$ cat src/rtl/neuronunit_seq.sv
// Sequencer for a single neuronunit: accepts parameter loads and samples over
// valid/ready, steps the unit through ini_para / en_input / en_renew / en_divide,
// waits for the divider and hands dist/norm_dist back over a valid/ready port.
module neuronunit_seq #(
    parameter int DW       = 16,
    parameter int INIT_CYC = 2,
    parameter int DIV_TMO  = 32,
    parameter int CNT_W    = 16
) (
    input  logic                 clk,
    input  logic                 rst,
    input  logic                 cfg_valid,
    input  logic signed [DW-1:0] cfg_mu,
    input  logic signed [DW-1:0] cfg_sigma2,
    output logic                 cfg_ready,
    input  logic                 smp_valid,
    input  logic signed [DW-1:0] smp_data,
    input  logic                 smp_learn,
    output logic                 smp_ready,
    output logic                 res_valid,
    output logic signed [DW-1:0] res_dist,
    output logic signed [DW-1:0] res_norm_dist,
    input  logic                 res_ready,
    output logic                 busy,
    output logic                 tmo_err,
    output logic [CNT_W-1:0]     smp_count,
    output logic signed [DW-1:0] nu_in,
    output logic signed [DW-1:0] nu_mu_ini,
    output logic signed [DW-1:0] nu_sigma2_ini,
    output logic                 nu_ini_para,
    output logic                 nu_en_input,
    output logic                 nu_en_renew,
    output logic                 nu_en_divide,
    output logic                 nu_renew_flag,
    input  logic signed [DW-1:0] nu_dist,
    input  logic signed [DW-1:0] nu_norm_dist,
    input  logic                 nu_divider_flag
);

    localparam int IC_W = (INIT_CYC > 1) ? $clog2(INIT_CYC) : 1;
    localparam int WC_W = $clog2(DIV_TMO + 1);

    typedef enum logic [2:0] {
        S_IDLE,
        S_INIT,
        S_LOAD,
        S_RENEW,
        S_DIVIDE,
        S_WAIT_DIV,
        S_RESULT
    } state_t;

    state_t          state;
    logic [IC_W-1:0] init_cnt;
    logic [WC_W-1:0] wait_cnt;

    // Control FSM; every output is a register updated together with the state
    // so strobes line up exactly with the state that owns them.
    always_ff @(posedge clk or negedge rst) begin
        if (!rst) begin
            state         <= S_IDLE;
            init_cnt      <= '0;
            wait_cnt      <= '0;
            cfg_ready     <= 1'b1;
            smp_ready     <= 1'b1;
            busy          <= 1'b0;
            res_valid     <= 1'b0;
            res_dist      <= '0;
            res_norm_dist <= '0;
            tmo_err       <= 1'b0;
            smp_count     <= '0;
            nu_in         <= '0;
            nu_mu_ini     <= '0;
            nu_sigma2_ini <= '0;
            nu_ini_para   <= 1'b0;
            nu_en_input   <= 1'b0;
            nu_en_renew   <= 1'b0;
            nu_en_divide  <= 1'b0;
            nu_renew_flag <= 1'b0;
        end else begin
            // single-cycle strobes fall back unless a state below re-raises them
            nu_en_input  <= 1'b0;
            nu_en_renew  <= 1'b0;
            nu_en_divide <= 1'b0;
            case (state)
                S_IDLE: begin
                    // ready is high throughout IDLE, so valid alone means accept;
                    // a load request takes priority and the sample stays pending
                    if (cfg_valid) begin
                        state         <= S_INIT;
                        init_cnt      <= '0;
                        nu_ini_para   <= 1'b1;
                        nu_mu_ini     <= cfg_mu;
                        nu_sigma2_ini <= cfg_sigma2;
                        cfg_ready     <= 1'b0;
                        smp_ready     <= 1'b0;
                        busy          <= 1'b1;
                    end else if (smp_valid) begin
                        state         <= S_LOAD;
                        nu_in         <= smp_data;
                        nu_renew_flag <= smp_learn;
                        nu_en_input   <= 1'b1;
                        cfg_ready     <= 1'b0;
                        smp_ready     <= 1'b0;
                        busy          <= 1'b1;
                    end
                end
                S_INIT: begin
                    if (init_cnt == IC_W'(INIT_CYC - 1)) begin
                        state         <= S_IDLE;
                        nu_ini_para   <= 1'b0;
                        nu_mu_ini     <= '0;
                        nu_sigma2_ini <= '0;
                        cfg_ready     <= 1'b1;
                        smp_ready     <= 1'b1;
                        busy          <= 1'b0;
                    end else begin
                        init_cnt <= init_cnt + 1'b1;
                    end
                end
                S_LOAD: begin
                    state       <= S_RENEW;
                    nu_en_renew <= 1'b1;
                end
                S_RENEW: begin
                    state        <= S_DIVIDE;
                    nu_en_divide <= 1'b1;
                end
                S_DIVIDE: begin
                    state    <= S_WAIT_DIV;
                    wait_cnt <= '0;
                end
                S_WAIT_DIV: begin
                    wait_cnt <= wait_cnt + 1'b1;
                    // the flag may still be high from the previous divide during
                    // the first wait cycle, so it only counts from the second on
                    if (nu_divider_flag && (wait_cnt != '0)) begin
                        state         <= S_RESULT;
                        res_valid     <= 1'b1;
                        res_dist      <= nu_dist;
                        res_norm_dist <= nu_norm_dist;
                    end else if (wait_cnt == WC_W'(DIV_TMO - 1)) begin
                        state         <= S_RESULT;
                        res_valid     <= 1'b1;
                        res_dist      <= nu_dist;
                        res_norm_dist <= nu_norm_dist;
                        tmo_err       <= 1'b1;
                    end
                end
                S_RESULT: begin
                    if (res_ready) begin
                        state         <= S_IDLE;
                        res_valid     <= 1'b0;
                        nu_renew_flag <= 1'b0;
                        smp_count     <= smp_count + 1'b1;
                        cfg_ready     <= 1'b1;
                        smp_ready     <= 1'b1;
                        busy          <= 1'b0;
                    end
                end
                default: begin
                    state     <= S_IDLE;
                    cfg_ready <= 1'b1;
                    smp_ready <= 1'b1;
                    busy      <= 1'b0;
                end
            endcase
        end
    end

endmodule

$ cat config.mk
export PLATFORM = sky130hd
export DESIGN_NAME = neuronunit_seq
export DESIGN_NICKNAME = d
export VERILOG_FILES = /design/src/rtl/neuronunit_seq.sv
export SDC_FILE = /design/constraint.sdc
export NUM_CORES = 1
export LEC_CHECK = 0
export ABC_AREA = 1
export ABC_CLOCK_PERIOD_IN_PS = 2000
export CORE_MARGIN = 4
export CORE_UTILIZATION = 35
export DETAILED_ROUTE_END_ITERATION = 10
export DONT_BUFFER_PORTS = 1
export PLACE_DENSITY = 0.61
export SLEW_MARGIN = 25
export SYNTH_ARGS = -nofsm -noshare
export SYNTH_HDL_FRONTEND = slang
export SYNTH_SLANG_ARGS = --single-unit
$ cat constraint.sdc
create_clock -name clk -period 2 [get_ports clk]
set_clock_uncertainty 0.05 [all_clocks]
set_input_delay 0.1 -clock clk [delete_from_list [all_inputs] [get_ports clk]]
set_output_delay 0.1 -clock clk [all_outputs]
set_load 0.02 [all_outputs]
==> impl_metrics.json <==
{
  "grt_max_degree": 116,
  "drv_slew": 0,
  "irDropWorstVdd_v": 0.000567,
  "place_ws_ns": 0.337,
  "cts_setup_buffers": 0,
  "cts_sinks": 115,
  "clock_latency_ns": 0.40,
  "clk_pin_slew_worst_paths_ns": 0.05,
  "path_max_fanout": 22,
  "ys_types": 26,
  "drc_errors": 0,
  "ys_top_cells_by_area": "dfrtp_1 58%, nand2_1 22%, nand3_1 5.0%, nor2_1 2.1%, inv_1 2.0%",
  "yosys.area.top_type": "dfrtp_1",
  "ctsRootBufferMaster": "clkbuf_16",
  "ys_ff_latch": 115,
  "syn-instance-count": 583,
  "critical_path_class": "flip-flop to flip-flop",
  "place_congestion": 0.820,
  "rrSetupSlack_ns": 0.32,
  "port_buffers": 0,
  "violations": "hold timing",
  "die_w_microns": 127,
  "syn_nets": 674,
  "start_util_pct": 35.7,
  "relSlewSlack_pct": 76.5,
  "yosys.area.top_type_share_pct": 57.8,
  "overflow": 0,
  "io_pins": 193,
  "cts_tree": "done",
  "ant_nets": 0,
  "outcome": "finished with violations",
  "multi_input_area_sq_um": 1810,
  "fin_crit_ns": 1.68,
  "hpwlAfterDp_microns": 8240,
  "nets": 763,
  "rr_startpoint": "state[1]$_DFFE_PN0P_",
  "hold_viol": 115,
  "grt_pass1_wl_microns": 20900,
  "holdCritPathClass": "input pin to asynchronous set/reset pin",
  "avgSynthCellArea_sq_um": 8.46,
  "drive_gt1_share_pct": 7.03,
  "hold_buffers": 85,
  "final_cells": 863,
  "maxCapViolations": 0,
  "wl_per_cell_microns": 14.9,
  "die_area_sq_um": 16100,
  "grt_pass1_vias": 4169,
  "holdWs_ns": -0.657,
  "worstPathArrival_ns": 1.96,
  "yosysWarnings": 0,
  "numCtsBuffers": 17,
  "p_per_area_nw_per_um2": 1360,
  "crit_path_start_kind": "flip-flop",
  "via_count": 4147,
  "fmax_mhz": 596,
  "end_kind": "flip-flop",
  "antenna_found_initial": 0,
  "worst_slack_ns": 0.321,
  "core-area_sq_um": 13800,
  "syn-cell-area_sq_um": 4930,
  "period_share_pct": 83.9,
  "first_pass_iters": 4,
  "place_inst": 748,
  "cts_max_level": 4,
  "critPathRequiredTime_ns": 2.28,
  "fillers": 1296,
  "areaGrowthSynthToFinish_pct": 30.7,
  "grt_usage_pct": 16.4,
  "initialDrtViolationCount": 211,
  "startpoint": "state[1]$_DFFE_PN0P_",
  "setup_viol": 0,
  "viasPerCell": 4.81,
  "worst_pin_slew_ns": 0.353,
  "cts_resized": 0,
  "rsz0062_at_grt": "no",
  "n_antenna_cell": 0,
  "die_y_microns": 127,
  "routed_wl_microns": 12900,
  "ys_seq_area_share_pct": 58.4,
  "clockBufferDepth": 2,
  "fin_setup_tns_ns": 0,
  "seq_area_sq_um": 2880,
  "p_leak_nw": 3.33,
  "rows": 43
}
-- power by group --
group | switching [mW] | total [mW] | internal (mW)
clock network | 0.967 | 2.65 | 1.68
registers | 1.40 | 4.43 | 3.03
logic | 1.06 | 1.66 | 0.606
total | 3.43 | 8.75 | 5.32
-- worst max-delay path, cell delays in order, from the launching register on --
cell,delay (ns)
dfrtp_1,0.43
inv_1,0.15
nand3_2,0.14
inv_2,0.28
buf_4,0.33
nand3_1,0.12
nand2_1,0.10
-- kinds of logic after synthesis --
| group | after synthesis | synth area share, % |
|---|---|---|
| compound gates | 21 | 2.18 |
| flops | 115 | 58.4 |
| simple gates | 382 | 31.8 |
| xor+xnor | 9 | 1.60 |
| buf+inv | 52 | 5.00 |
| fa+ha+maj | 4 | 1.01 |
-- routing by layer --
metal,GRT usage (%),up-vias,wire (microns)
li1,-,1987,-
met5,0,-,0
met3,5.73,29,983
met2,27.1,171,6430
met4,7.89,0,363
met1,19.0,1960,5110
-- stage by stage --
step | power [mW] | util, % | hold slack, ns | instance area [sq um]
5_1_grt | 9.35 | 46.6 | -0.690 | 6440
3_3_place_gp | 5.91 | 36.7 | -0.243 | 5070
4_1_cts | 8.85 | 46.6 | -0.682 | 6440
3_5_place_dp | 6.01 | 36.7 | -0.243 | 5070
6_report | 8.75 | 46.6 | -0.657 | 6440
2_1_floorplan | 5.61 | - | -0.246 | 4930
-- final cells by class --
cell class | instances | area share (%)
Clock inverter | 6 | 0.466
Timing Repair Buffer | 91 | 13.9
Multi-Input combinational cell | 416 | 28.0
Clock buffer | 24 | 7.63
Inverter | 31 | 1.81
Sequential cell | 115 | 44.7
Tap cell | 180 | 3.49
-- cell usage in the layout, fill, tap and decap left out, drive strengths merged --
master	Yosys	layout
o21ai	15	15
nand3	51	51
dfstp	1	1
ha	4	4
clkbuf	3	24
buf	18	6
dlygate4sd3	0	85
clkinv	0	6
inv	31	31
nand4	6	6
nand3b	1	1
nor3b	1	1
a21o	1	1
xor2	3	3
nor2	30	30
xnor2	6	6
a21oi	5	5
dfrtp	114	114
nand2	293	293
-- path summary, 6_finish.rpt --
check | depth (start not counted) | endpoint
max | 6 | res_dist[3]$_DFFE_PN0P_
min | 0 | res_norm_dist[11]$_DFFE_PN0P_
max reg2reg | 6 | res_dist[3]$_DFFE_PN0P_
min reg2reg | 2 | init_cnt$_DFFE_PN0P_
max in group asynchronous | 0 | smp_ready$_DFFE_PN1P_
min in group clk | 3 | nu_in[14]$_DFFE_PN0P_
-- state kept, by name (all words and copies together) (netlist names) --
signal,count
nu_renew_flag,1
nu_en_divide,1
smp_count,16
res_dist,16
state,3
init_cnt,1
nu_ini_para,1
res_valid,1
nu_en_input,1
nu_mu_ini,16
nu_en_renew,1
res_norm_dist,16
smp_ready,1
wait_cnt,6
busy,1
nu_in,16
nu_sigma2_ini,16
tmo_err,1
-- Yosys cell counts --
cell type	instances
inv_2	5
nand4_1	6
nand2_4	1
xor2_1	3
nand2_2	3
buf_4	4
dfstp_2	1
clkbuf_1	3
nand3_2	1
nand3_4	1
xnor2_1	6
inv_1	26
nor2_1	27
a21oi_1	5
nand2_1	289
a21o_1	1
nand3_1	49
buf_6	3
nand3b_1	1
o21ai_0	15
ha_1	4
buf_2	11
nor2_4	2
nor3b_1	1
nor2_2	1
dfrtp_1	114
Note: power is estimated with default switching activity, not from simulation.
